--- src/rtl/instr_fetch_queue.sv ---
`default_nettype none
// ============================================================================
// Module      : instr_fetch_queue
// Description : Instruction-fetch front end. Issues in-order word fetches to
//               instruction memory under a credit limit, tags each request
//               with its PC, buffers returned words in a DEPTH-entry FIFO and
//               presents the oldest word (with PC and opcode) on a
//               valid/ready interface. A redirect flushes the FIFO, restarts
//               fetch at the new PC and drops responses still in flight.
// Ports       : clk, reset (async, active-high)
//               imem_req_valid/addr/ready  - fetch request channel
//               imem_rsp_valid/data        - in-order response channel
//               redirect_valid/pc          - fetch restart
//               inst_valid/inst/inst_pc/opcode, inst_ready - decoder side
// Revision    : 1.0 - initial release
// ============================================================================
module instr_fetch_queue #(
    parameter int              XLEN     = 32,
    parameter int              DEPTH    = 4,
    parameter logic [XLEN-1:0] RESET_PC = '0
) (
    input  logic            clk,
    input  logic            reset,
    output logic            imem_req_valid,
    output logic [XLEN-1:0] imem_req_addr,
    input  logic            imem_req_ready,
    input  logic            imem_rsp_valid,
    input  logic [XLEN-1:0] imem_rsp_data,
    input  logic            redirect_valid,
    input  logic [XLEN-1:0] redirect_pc,
    output logic            inst_valid,
    output logic [XLEN-1:0] inst,
    output logic [XLEN-1:0] inst_pc,
    output logic [6:0]      opcode,
    input  logic            inst_ready
);

    localparam int              c_AW    = $clog2(DEPTH);
    localparam int              c_CW    = c_AW + 1;
    localparam logic [c_CW-1:0] c_DEPTH = c_CW'(DEPTH);
    localparam logic [XLEN-1:0] c_NOP   = XLEN'(32'h0000_0013);

    typedef enum logic [1:0] {
        ST_IDLE  = 2'd0,
        ST_RUN   = 2'd1,
        ST_DRAIN = 2'd2
    } state_t;

    state_t            r_state;
    state_t            w_state_next;
    logic [XLEN-1:0]   r_fetch_pc;
    logic [c_CW-1:0]   r_inflight;
    logic [c_CW-1:0]   r_drop_cnt;
    logic [c_CW-1:0]   r_count;
    logic [c_AW-1:0]   r_wr_ptr;
    logic [c_AW-1:0]   r_rd_ptr;
    logic [c_AW-1:0]   r_tag_wr;
    logic [c_AW-1:0]   r_tag_rd;
    logic [XLEN-1:0]   r_data [DEPTH];
    logic [XLEN-1:0]   r_pc   [DEPTH];
    logic [XLEN-1:0]   r_tag  [DEPTH];

    logic              w_req_valid;
    logic              w_accept;
    logic              w_rsp;
    logic              w_push;
    logic              w_pop;
    logic [c_CW-1:0]   w_inflight_next;
    logic [c_CW-1:0]   w_drop_next;
    logic [XLEN-1:0]   w_redirect_pc;

    // Buffered plus outstanding words never exceed DEPTH, so every response
    // that is kept always finds a free FIFO slot.
    assign w_req_valid     = (r_state != ST_IDLE) && ((r_inflight + r_count) < c_DEPTH);
    assign w_accept        = w_req_valid && imem_req_ready;
    // A response with nothing outstanding is a protocol error and is ignored.
    assign w_rsp           = imem_rsp_valid && (r_inflight != '0);
    assign w_push          = w_rsp && (r_drop_cnt == '0) && !redirect_valid;
    assign w_pop           = inst_valid && inst_ready;
    assign w_inflight_next = r_inflight + c_CW'(w_accept) - c_CW'(w_rsp);
    // Masking keeps all redirect_pc bits in use while forcing word alignment.
    assign w_redirect_pc   = redirect_pc & ~XLEN'(3);

    // Every request still outstanding after a redirect is stale, including
    // one accepted in the redirect cycle itself.
    always_comb begin
        w_drop_next = r_drop_cnt;
        if (redirect_valid) begin
            w_drop_next = w_inflight_next;
        end else if (w_rsp && (r_drop_cnt != '0)) begin
            w_drop_next = r_drop_cnt - c_CW'(1);
        end
    end

    // DRAIN tracks drop_cnt>0, so entry is judged on the post-redirect count.
    always_comb begin
        w_state_next = r_state;
        case (r_state)
            ST_IDLE:  w_state_next = ST_RUN;
            ST_RUN:   if (redirect_valid && (w_inflight_next != '0)) w_state_next = ST_DRAIN;
            ST_DRAIN: if (w_drop_next == '0) w_state_next = ST_RUN;
            default:  w_state_next = ST_IDLE;
        endcase
    end

    always_ff @(posedge clk or posedge reset) begin
        if (reset) begin
            r_state    <= ST_IDLE;
            r_fetch_pc <= RESET_PC;
            r_inflight <= '0;
            r_drop_cnt <= '0;
            r_count    <= '0;
            r_wr_ptr   <= '0;
            r_rd_ptr   <= '0;
            r_tag_wr   <= '0;
            r_tag_rd   <= '0;
        end else begin
            r_state    <= w_state_next;
            r_inflight <= w_inflight_next;
            r_drop_cnt <= w_drop_next;

            if (redirect_valid) begin
                r_fetch_pc <= w_redirect_pc;
            end else if (w_accept) begin
                r_fetch_pc <= r_fetch_pc + XLEN'(4);
            end

            // Tags stay in lockstep with the memory, including dropped words.
            if (w_accept) r_tag_wr <= r_tag_wr + c_AW'(1);
            if (w_rsp)    r_tag_rd <= r_tag_rd + c_AW'(1);

            if (redirect_valid) begin
                r_wr_ptr <= '0;
                r_rd_ptr <= '0;
                r_count  <= '0;
            end else begin
                if (w_push) r_wr_ptr <= r_wr_ptr + c_AW'(1);
                if (w_pop)  r_rd_ptr <= r_rd_ptr + c_AW'(1);
                r_count <= r_count + c_CW'(w_push) - c_CW'(w_pop);
            end
        end
    end

    // Storage arrays need no reset: occupancy is governed by the pointers.
    always_ff @(posedge clk) begin
        if (w_accept) begin
            r_tag[r_tag_wr] <= r_fetch_pc;
        end
        if (w_push) begin
            r_data[r_wr_ptr] <= imem_rsp_data;
            r_pc[r_wr_ptr]   <= r_tag[r_tag_rd];
        end
    end

    assign imem_req_valid = w_req_valid;
    assign imem_req_addr  = r_fetch_pc;
    assign inst_valid     = (r_count != '0);
    assign inst           = inst_valid ? r_data[r_rd_ptr] : c_NOP;
    assign inst_pc        = inst_valid ? r_pc[r_rd_ptr] : '0;
    assign opcode         = inst[6:0];

endmodule
`default_nettype wire

--- config.mk ---
export PLATFORM = sky130hd
export DESIGN_NAME = instr_fetch_queue
export DESIGN_NICKNAME = d
export VERILOG_FILES = /design/src/rtl/instr_fetch_queue.sv
export SDC_FILE = /design/constraint.sdc
export NUM_CORES = 1
export LEC_CHECK = 0
export ABC_AREA = 0
export ABC_CLOCK_PERIOD_IN_PS = 4600
export BUFFER_PORTS_ARGS = -buffer_cell sky130_fd_sc_hd__buf_4
export CORE_MARGIN = 10
export CORE_UTILIZATION = 30
export CTS_BUF_LIST = sky130_fd_sc_hd__clkbuf_4 sky130_fd_sc_hd__clkbuf_8
export DETAILED_ROUTE_END_ITERATION = 7
export PLACE_DENSITY = 0.52
export SYNTH_ARGS = -nofsm -noshare
export SYNTH_HDL_FRONTEND = slang
export SYNTH_SLANG_ARGS = --single-unit
--- constraint.sdc ---
create_clock -name clk -period 4.6 [get_ports clk]
set_clock_uncertainty 0.15 [all_clocks]
set_input_delay 0.23 -clock clk [delete_from_list [all_inputs] [get_ports clk]]
set_output_delay 0.23 -clock clk [all_outputs]
set_load 0.05 [all_outputs]
# Word level (Yosys, flattened, before mapping)
# Memories as Yosys holds them, arrays and structs flattened.
# Cells that the tools add are included.
[totals]
reg_bits = 51
ramBits = 384
in_bits = 70
out_inout_bits = 105
wordCells = 67
memories = 3
[classes]
add_sub_neg = 11
order_cmp = 1
eq_ne = 4
n_mux = 18
reduce_logical = 21
[mem_list]
columns = ["name", "depth", "word_bits", "read_ports", "rd_ports_with_merged_regs", "write_ports", "line_no", "rtl"]
rows = [
  ["r_data", 4, 32, 1, 0, 1, "59", "logic [XLEN-1:0] r_data [DEPTH];"],
  ["r_pc", 4, 32, 1, 0, 1, "60", "logic [XLEN-1:0] r_pc [DEPTH];"],
  ["r_tag", 4, 32, 1, 0, 1, "61", "logic [XLEN-1:0] r_tag [DEPTH];"],
]
[op_table]
columns = ["cell", "count"]
rows = [
  ["$mux W32", 4],
  ["$add A32 B3 Y32 const B", 1],
  ["$mux W2", 6],
  ["$reduce_bool A3 Y1", 4],
  ["$mux W3", 3],
  ["$add A2 B1 Y2 const B", 4],
  ["$logic_and A1 B1 Y1", 8],
  ["$reduce_bool A2 Y1", 4],
  ["$add A3 B1 Y3", 2],
  ["$logic_not A3 Y1", 2],
  ["$pmux W2 S3", 1],
  ["$sub A3 B1 Y3", 2],
  ["$mux W1", 4],
  ["$ne A2 B2 Y1 const B", 2],
  ["$add A3 B3 Y3", 1],
  ["$lt A3 B3 Y1 const B", 1],
  ["$sub A3 B1 Y3 const B", 1],
  ["$eq A2 B1 Y1 const B", 1],
  ["$eq A2 B2 Y1 const B", 1],
  ["$logic_not A2 Y1", 1],
  ["$reduce_and A2 Y1", 1],
  ["$logic_not A1 Y1", 1],
]

# Logic depth before layout (Yosys ltp)
# Gate-level depths: netlist (run 1).
[depth]
word_depth = 10
depth_mapped = 13
ltp_nobuf = 13

# Least setup slack after synthesis (run 1)
# No wires, ideal clock.
[synth_path]
path_type = "register to register"
startpoint = "reg r_inflight[1]"
endpoint = "reg r_state[0]"
setup_time_ns = 0.124
t_arrival_ns = 3.184
t_required_ns = 4.326
setup_slack_ns = 1.142
path_stages_with_launch = 14
n_path_buf = 0
synth_period_minus_slack_ns = 3.458
path_cell_list = "dfrtp_1 ha_1 a31oi_2 xor2_1 nor2_1 inv_1 ha_1 inv_1 ha_1 fa_1 xnor2_1 a2bb2oi_1 nor4_1 a211o_1"
[synth_between]
elab_chain_len = 10
word_cells_on_any_way = 17
cone_classes = "add/sub (3); order compare (1); eq/ne (2); mux (2); reduce/logical (9)"
[synth_lines]
columns = ["element", "line_no", "rtl"]
rows = [
  ["start: declaration", "52", "logic [c_CW-1:0] r_inflight;"],
  ["start signal: assignment", "119", "r_inflight <= w_inflight_next;"],
  ["$add A3 B3 Y3", "74", "assign w_req_valid = (r_state != ST_IDLE) && ((r_inflight + r_count) < c_DEPTH);"],
  ["$lt A3 B3 Y1", "74", ""],
  ["$logic_and A1 B1 Y1", "74", ""],
  ["$logic_and A1 B1 Y1", "75", "assign w_accept = w_req_valid && imem_req_ready;"],
  ["$add A3 B1 Y3", "80", "assign w_inflight_next = r_inflight + c_CW'(w_accept) - c_CW'(w_rsp);"],
  ["$sub A3 B1 Y3 (*)", "80", ""],
  ["net w_inflight_next[2]", "68", "logic [c_CW-1:0] w_inflight_next;"],
  ["$mux W3 (*)", "88", "if (redirect_valid) begin"],
  ["net w_drop_next[2]", "69", "logic [c_CW-1:0] w_drop_next;"],
  ["$logic_not A3 Y1 (*)", "101", "ST_DRAIN: if (w_drop_next == '0) w_state_next = ST_RUN;"],
  ["$ne A2 B2 Y1 (no source line) (*)", "--", ""],
  ["$reduce_and A2 Y1 (no source line) (*)", "--", ""],
  ["end signal: assignment", "118", "r_state <= w_state_next;"],
  ["end: declaration", "49", "state_t r_state;"],
]
# The timed path passes the listed nets; every way through them passes the cells marked *.
# A chain may end at the register's enable or synchronous reset.

# Worst setup path after layout (run 1)
# Ends and elaborated chain as after synthesis.

==> implementation parameters, run 1 <==
Parameter                              Value

Logic synthesis
  Most common cell in the netlist ... sky130_fd_sc_hd__edfxtp_1
  Synthesized area divided by synthesized cell count ... 19.1 um^2
  Dominant synthesized flop cell ... sky130_fd_sc_hd__edfxtp_1
  Cell taking the most area after synthesis ... sky130_fd_sc_hd__edfxtp_1
  Synth cell count leaders ... 368 x sky130_fd_sc_hd__edfxtp_1, 92 x sky130_fd_sc_hd__mux4_2, 72 x sky130_fd_sc_hd__and2_1, 49 x sky130_fd_sc_hd__dfrtp_1, 31 x sky130_fd_sc_hd__nand2_1
  Post-Synthesis Cell Area ... 16700 um^2
  Number of different library cells in the post-synthesis netlist ... around 50
  Number of synthesized register bits ... about 420
  Share of flip-flops with an asynchronous set or reset ... 0.118
  Portion of the post-synthesis area used by sequential elements ... 0.735
  Number of warnings reported in the yosys synthesis log ... 0
  Largest cells by area after synthesis ... sky130_fd_sc_hd__edfxtp_1 66%, sky130_fd_sc_hd__mux4_2 12%, sky130_fd_sc_hd__dfrtp_1 7.3%
  Cells after synthesis ... roughly 870
  Share of the synthesized area in the top cell type ... 0.662
  Number of enable-type register cells in the synthesized netlist ... ~370

Timing
  Number of endpoints with negative hold slack in the final report ... 0
  Worst-Margin Slew ... just over 0.9 ns
  Post-route fraction of the period consumed by the critical path ... 0.831
  Highest clock rate ... 0.262 GHz
  Setup TNS ... 0 ns
  Minimum clock period after layout ... 3.82 ns
  Setup repair after global routing missed its margin ... no
  # setup viols final ... 0
  Slew Viols, Final ... 0
  Normalized max-slew margin ... 0.387

GRT
  Maximum number of pins on one net before global-route repair ... 61
  Antenna violations before repair ... 0
  First-pass GRT wire length ... 60400 um
  Number of global-route vias before repair ... 9931
  Total overflow reported by the global router ... 0
  Global Route Usage Sum ... 0.120

CTS
  Clock tree from TritonCTS ... built
  Root buf cell ... sky130_fd_sc_hd__clkbuf_8
  # resized after CTS ... 0
  Clock buffer count from CTS ... 75
  Num Clock Sinks ... 417
  Worst-case clock buffer depth ... 3
  Clock latency of the later-clocked register in the worst-skew pair ... 0.63 ns
  Depth of the CTS H-tree ... 3
  Clock-pin slew on the worst setup and hold paths ... 0.06 ns

Setup path
  Type of destination of the critical path ... flop
  Cell chain of the critical path ... ha_1 -> a31oi_2 -> xor2_1 -> nor2_1 -> inv_1 -> ha_1 -> inv_1 -> ha_1 -> fa_1 -> xnor2_1 -> a2bb2oi_1 -> nor4_1 -> a211o_1
  Required time reported for the critical path endpoint ... 4.97 ns
  Critical-path maximum fanout ... 6
  Critical-path cell with the highest stage delay ... sky130_fd_sc_hd__dfrtp_1
  Crit path max-delay family ... adder cells
  Most used cell, CP ... sky130_fd_sc_hd__ha_1
  Arrival time at the worst endpoint ... ~4.2 ns
  Sort of element at the start of the critical path ... flop
  Delay contributed by the slowest stage of the critical path ... 0.44 ns
  Category of the critical setup timing path ... reg2reg
  Flop-to-flop setup slack ... about 0.8 ns
  Number of buffers and inverters on the critical path ... 2

Placed design
  Hpwl dp ... 24000 um
  RePlAce Congestion ... roughly 0.74
  Port Buf Inserts ... 168

Pwr
  Relative contribution of combinational cells to total power ... 0.349
  Worst IR drop on VDD ... about 0.00033 V
  Switching part of the total ... 0.369
  Power per cell area ... 628 nW/um^2
  Total design power ... 13.4 mW
  Clk pwr share ... 0.266
  Switching pwr ... 4.96 mW
  Internal power ... between 8 and 9 mW
  Share of total power in sequential cells ... 0.385
  Total leakage power ... between 7 and 8 nW

Die
  Die height ... around 260 um
  Die Footprint ... 65500 um^2
  Total I/O pin count ... 175
  Initial cell density of the core ... 0.303
  Area of the core ... 55100 um^2
  Die extent in x ... between 200 and 300 um
  Total number of placement rows ... between 80 and 90

Cells and area
  Total number of nets in the final design ... 1277
  Area overhead of the layout relative to synthesis ... 28.1%
  Layout cells sized above 1 ... 0.341
  Number of antenna cells inserted ... 0

Min path
  Worst min-delay path category ... in2async

Routing
  Total Wirelength ... 39400 um
  Vias post-DR ... 8993
  Post-route ant nets ... 0
  # DRC ... 0
  Routed length per placed instance ... 19.7 um
  Initial DRT Pass Iterations ... 6
  Via/cell ratio ... 4.51
  DR iter-0 viols ... 437

Run status
  Status ... completed

Job
  Maximum Capacitance Violations ... 0
## what timing repair did
item                      CTS  global route
hold buffers              104             0
hold endpoints to repair  221             0
buffers inserted            0             0
## cell usage in the layout (no fill, tap or decap), types with 13 or more instances in the layout
| cell | instances |
|---|---|
| sky130_fd_sc_hd__and2_1 | 68 |
| sky130_fd_sc_hd__buf_4 | 182 |
| sky130_fd_sc_hd__clkbuf_4 | 22 |
| sky130_fd_sc_hd__clkbuf_8 | 78 |
| sky130_fd_sc_hd__clkinv_1 | 15 |
| sky130_fd_sc_hd__dfrtp_1 | 45 |
| sky130_fd_sc_hd__dlygate4sd3_1 | 104 |
| sky130_fd_sc_hd__edfxtp_1 | 368 |
| sky130_fd_sc_hd__ha_1 | 16 |
| sky130_fd_sc_hd__inv_1 | 15 |
| sky130_fd_sc_hd__mux4_2 | 92 |
| sky130_fd_sc_hd__nand2_1 | 31 |
| sky130_fd_sc_hd__nor2_1 | 18 |
| sky130_fd_sc_hd__o21ai_0 | 26 |
| sky130_fd_sc_hd__xnor2_1 | 13 |
| sky130_fd_sc_hd__xor2_1 | 19 |
## worst paths after layout
check	cells after the start	endpoint	start
min in group clk	3	imem_req_addr[17]$_DFFE_PP0N_	redirect_pc[17]
worst max-delay path	13	r_state[0]$_DFFE_PP0P_	r_inflight[1]$_DFF_PP0_
max in group asynchronous	4	r_rd_ptr[1]$_DFFE_PP0P_	reset
worst min-delay path	4	imem_req_addr[3]$_DFFE_PP0N_	reset
worst min register to register	2	r_drop_cnt[2]$_DFF_PP0_	r_drop_cnt[2]$_DFF_PP0_
worst max register to register	13	r_state[0]$_DFFE_PP0P_	r_inflight[1]$_DFF_PP0_
## worst reg2reg max path: stages (launching register included)
cell and delay, ns:
sky130_fd_sc_hd__dfrtp_1 0.44, sky130_fd_sc_hd__ha_1 0.33, sky130_fd_sc_hd__a31oi_2 0.37, sky130_fd_sc_hd__xor2_1 0.15, sky130_fd_sc_hd__nor2_1 0.42, sky130_fd_sc_hd__inv_1 0.10, sky130_fd_sc_hd__ha_1 0.30, sky130_fd_sc_hd__inv_1 0.04
sky130_fd_sc_hd__ha_1 0.18, sky130_fd_sc_hd__fa_1 0.38, sky130_fd_sc_hd__xnor2_1 0.26, sky130_fd_sc_hd__a2bb2oi_1 0.23, sky130_fd_sc_hd__nor4_1 0.10, sky130_fd_sc_hd__a211o_1 0.27
## metrics by stage
| stage | instances | cell area [um^2] | util | hold slack, ns | worst slack (ns) |
|---|---|---|---|---|---|
| floorplan | 877 | 16700 | - | 0.179 | 1.14 |
| global placement | 1756 | 18800 | 0.341 | 0.284 | 0.800 |
| detailed placement | 1756 | 18800 | 0.341 | 0.284 | 0.741 |
| CTS | 1996 | 21400 | 0.388 | 0.128 | 0.749 |
| global route | 1996 | 21400 | 0.388 | 0.167 | 0.478 |
| finish | 1996 | 21400 | 0.388 | 0.206 | 0.778 |
## metal layers
metal / global-route usage / part of all wire / routed length [um]
met1: 0.149 / 0.44 / 17400
met2: 0.199 / 0.49 / 19100
met3: 0.0310 / 0.050 / 1960
met4: 0.0441 / 0.022 / 849
met5: 0 / 0 / 0
## flip-flops by register name, summed over array words and instances, names as in the netlist
register,flops
r_data,128
r_pc,120
r_tag,120
imem_req_addr,30
r_count,3
r_drop_cnt,3
r_inflight,3
r_rd_ptr,2
r_state,2
r_tag_rd,2
r_tag_wr,2
r_wr_ptr,2
## logic make-up after synthesis
kind of cell,after synthesis,synth area share
simple gates,171,0.0577
flops,417,0.735
buf+inv,71,0.0196
other cells,1,0.000225
xor+xnor,34,0.0187
mux,96,0.127
fa+ha+maj,18,0.0144
compound gates,66,0.0276
## power by group through the flow
stage | Combinational, mW | Clock (mW) | Sequential [mW]
6_report | 4.69 | 3.57 | 5.17
3_5_place_dp | 4.71 | 0 | 5.28
4_1_cts | 4.81 | 3.70 | 5.20
2_1_floorplan | 3.39 | 0 | 5.05
3_3_place_gp | 4.69 | 0 | 5.26
5_1_grt | 5.05 | 3.87 | 5.25
## final cells by class
type                       count  area (um^2)
timing repair buffer         287         2430
multi-input combinational    389         4120
fill                        5166        33700
tap                          748          936
clock inverter                36          308
clock buffer                 100         1240
inverter                      19         71.3
sequential                   417        12300
Note: power is estimated with default switching activity, not from simulation.
==> run 2, diff against run 1 <==
--- a/config.mk
+++ b/config.mk
@@ -6,13 +6,13 @@
 export NUM_CORES = 1
 export LEC_CHECK = 0
 export ABC_AREA = 0
-export ABC_CLOCK_PERIOD_IN_PS = 4600
+export ABC_CLOCK_PERIOD_IN_PS = 3400
 export BUFFER_PORTS_ARGS = -buffer_cell sky130_fd_sc_hd__buf_4
 export CORE_MARGIN = 10
 export CORE_UTILIZATION = 30
 export CTS_BUF_LIST = sky130_fd_sc_hd__clkbuf_4 sky130_fd_sc_hd__clkbuf_8
 export DETAILED_ROUTE_END_ITERATION = 7
-export PLACE_DENSITY = 0.52
+export PLACE_DENSITY = 0.54
 export SYNTH_ARGS = -nofsm -noshare
 export SYNTH_HDL_FRONTEND = slang
 export SYNTH_SLANG_ARGS = --single-unit
==> constraint.sdc (replaced) <==
create_clock -name clk -period 3.4 [get_ports clk]
set_clock_uncertainty 0.15 [all_clocks]
set_input_delay 0.17 -clock clk [delete_from_list [all_inputs] [get_ports clk]]
set_output_delay 0.17 -clock clk [all_outputs]
set_load 0.05 [all_outputs]
==> run 2 against run 1 <==
Net effect: via count hardly changed; utilization increased by 0.40 points; first-iteration DRC count shrank 16%; setup slack got worse by 0.58 ns; critical path depth is the same; cell area up 1.0%; cell count grew 0.25%; sequential share of layout area fell by 0.59 points; sequential cell count stayed put; global-route usage up 0.17 points; power grew 37%; clock power increased by 38%.
==> implementation parameters, run 2 (same netlist as run 1, synthesis figures left out) <==
Parameter                              Value

Run status
  Status ... completed

Setup path
  Number of cells on the worst reg-to-reg path ... 13 (unchanged)
  Arrival time at the worst endpoint ... 3.55 ns (-0.64 ns)
  Category of the critical setup timing path ... reg2reg
  Required time reported for the critical path endpoint ... 3.75 ns (-1.22 ns)
  Flop-to-flop setup slack ... 0.19 ns (-0.58 ns)
  Sort of element at the start of the critical path ... flop
  Type of destination of the critical path ... flop
  Critical-path maximum fanout ... 4 (-2)

Cells and area
  Top library cells by usage in the layout, fill and taps aside ... 368 x sky130_fd_sc_hd__edfxtp_1, 188 x sky130_fd_sc_hd__buf_4, 95 x sky130_fd_sc_hd__dlygate4sd3_1
  Most frequent standard cell in the layout excluding fill and tap cells ... sky130_fd_sc_hd__edfxtp_1
  Flip-flop count of the largest register after layout ... 128 (unchanged)
  Number of antenna cells inserted ... 0 (unchanged)
  Area overhead of the layout relative to synthesis ... 29.4%
  Layout cells sized above 1 ... 0.355 (+0.0138)
  Final instance area ... 21600 um^2 (+1.0%)
  Registers with the highest flip-flop counts ... r_data (128), r_pc (120), r_tag (120)
  Total number of nets in the final design ... 1283 (+0.47%)
  Register bank with the most flops ... r_data

Pwr
  Total leakage power ... 7.52 nW (+1.6%)
  Total design power ... 18.4 mW (+37%)
  Power per cell area ... 853 nW/um^2 (+36%)
  Worst IR drop on VDD ... 0.000564 V (+70%)

Timing
  Worst-Margin Slew ... 0.893 ns (-0.0218 ns)
  Number of endpoints with negative hold slack in the final report ... 0 (unchanged)
  Minimum clock period after layout ... 3.21 ns (-0.616 ns)
  Worst-case hold slack ... 0.0652 ns (-0.140 ns)
  Post-route fraction of the period consumed by the critical path ... 0.943 (+0.112)
  Setup TNS ... 0 ns (unchanged)
  Slew Viols, Final ... 0 (unchanged)
  Setup repair after global routing missed its margin ... no
  # setup viols final ... 0 (unchanged)
  Normalized max-slew margin ... 0.405 (+0.0179)
  Smallest setup slack after layout ... 0.194 ns (-0.584 ns)
  Highest clock rate ... 0.312 GHz (+19%)

GRT
  Antenna violations before repair ... 1 (+1)
  Busiest metal layer after global routing ... met2
  Total overflow reported by the global router ... 0 (unchanged)
  Grt met2 use ... 0.196 (-0.00253)
  M3 GR Usage ... 0.0297 (-0.00138)
  Number of global-route vias before repair ... 9983 (+0.52%)
  First-pass GRT wire length ... 61500 um (+1.8%)
  Maximum number of pins on one net before global-route repair ... 61 (unchanged)
  Global Route Usage Sum ... 0.122 (+0.00174)
  Global routing met1 resource utilization ... 0.158 (+0.00863)

Placed design
  Port Buf Inserts ... 168 (unchanged)
  Hpwl dp ... 24600 um (+2.4%)
  Dpl cell area ... 19000 um^2 (+1.3%)
  RePlAce Congestion ... 0.755 (+1.4%)
  Post-Place Setup Slack ... 0.0281 ns (-0.713 ns)

Job
  Maximum Capacitance Violations ... 0 (unchanged)

CTS
  Post-CTS repair timing setup buffer count ... 0 (unchanged)
  Num Clock Sinks ... 417 (unchanged)
  Clock latency of the later-clocked register in the worst-skew pair ... 0.62 ns (about the same)
  Worst-case clock buffer depth ... 3 (unchanged)
  Clock buffer count from CTS ... 74 (-1.3%)
  Clock tree from TritonCTS ... built
  Depth of the CTS H-tree ... 3 (unchanged)
  Root buf cell ... sky130_fd_sc_hd__clkbuf_8
  Clock-pin slew on the worst setup and hold paths ... 0.06 ns (about the same)

Routing
  Initial DRT Pass Iterations ... 4 (-2)
  DR iter-0 viols ... 368 (-16%)
  Vias post-DR ... 9001 (+0.089%)
  Total Wirelength ... 39600 um (+0.58%)
  Post-route ant nets ... 0 (unchanged)
  Routed length per placed instance ... 19.8 um (+0.33%)
  Via/cell ratio ... 4.50 (-0.16%)
  # DRC ... 0 (unchanged)

Die
  Initial cell density of the core ... 0.303 (unchanged)
  Die Footprint ... 65500 um^2 (unchanged)
  Die extent in x ... 256 um (unchanged)
  Total I/O pin count ... 175 (unchanged)
  Die height ... 256 um (unchanged)
  Area of the core ... 55100 um^2 (unchanged)
  Total number of placement rows ... 86 (unchanged)

Min path
  Worst min-delay path category ... in2async
[run 2: cell types whose count changed in the layout (fill, tap and decap cells not counted), moves of 2 or more]
cell and change:
sky130_fd_sc_hd__clkinv_1 -5, sky130_fd_sc_hd__inv_6 -3, sky130_fd_sc_hd__and3_2 -4, sky130_fd_sc_hd__buf_4 +6
sky130_fd_sc_hd__clkbuf_4 +3, sky130_fd_sc_hd__clkbuf_8 +3, sky130_fd_sc_hd__buf_12 +10, sky130_fd_sc_hd__dlygate4sd3_1 -9
sky130_fd_sc_hd__clkinvlp_4 -2, sky130_fd_sc_hd__and3_1 +4
[run 2: report_power, final]
group          leakage, nW  switching [mW]  internal [mW]
clock network        0.837            1.99           2.92
registers             3.91           0.454           6.40
logic                 2.78            4.27           2.41
total                 7.52            6.72           11.7
[run 2: routing by layer]
layer	wire, um	part of all wire
met2	18900	0.48
met4	789	0.020
met3	2110	0.053
met1	17800	0.45
met5	0	0
[run 2: path summary, 6_finish.rpt]
| check | from | end |
|---|---|---|
| max | r_count[1]$_DFF_PP0_ | r_state[0]$_DFFE_PP0P_ |
| min | reset | r_state[1]$_DFFE_PP0P_ |
| max reg2reg | r_count[1]$_DFF_PP0_ | r_state[0]$_DFFE_PP0P_ |
| min reg2reg | r_state[0]$_DFFE_PP0P_ | r_state[1]$_DFFE_PP0P_ |
| max in group asynchronous | reset | imem_req_addr[24]$_DFFE_PP0N_ |
| min in group clk | redirect_pc[18] | imem_req_addr[18]$_DFFE_PP0N_ |
[run 2: timing repair]
action | CTS | global route
hold buffers | 95 | 0
endpoints found under the setup margin | 0 | 2
gates resized for setup | 0 | 4
hold endpoints to repair | 198 | 0
[run 2: worst max-delay path: stages, from the launching register on]
cell and delay [ns]:
sky130_fd_sc_hd__dfrtp_1 0.43, sky130_fd_sc_hd__ha_1 0.33, sky130_fd_sc_hd__a31oi_4 0.22, sky130_fd_sc_hd__xor2_1 0.12
sky130_fd_sc_hd__nor2_2 0.12, sky130_fd_sc_hd__inv_1 0.05, sky130_fd_sc_hd__ha_1 0.27, sky130_fd_sc_hd__inv_1 0.04
sky130_fd_sc_hd__ha_1 0.18, sky130_fd_sc_hd__fa_1 0.41, sky130_fd_sc_hd__xnor2_2 0.24, sky130_fd_sc_hd__a2bb2oi_2 0.20
sky130_fd_sc_hd__nor4_2 0.07, sky130_fd_sc_hd__a211o_1 0.27
[run 2: area by class of cell]
cell class	count	area, um^2
clock buffers	106	1300
clock inverters	28	283
fillers	5109	33500
inverters	19	71.3
multi-input cells	389	4150
flip-flops and latches	417	12300
well taps	748	936
repair buffers	294	2580
[run 2: through the flow]
step,cells,util
2_1_floorplan,877,-
3_3_place_gp,1772,0.346
3_5_place_dp,1772,0.346
4_1_cts,2001,0.392
5_1_grt,2001,0.392
6_report,2001,0.392
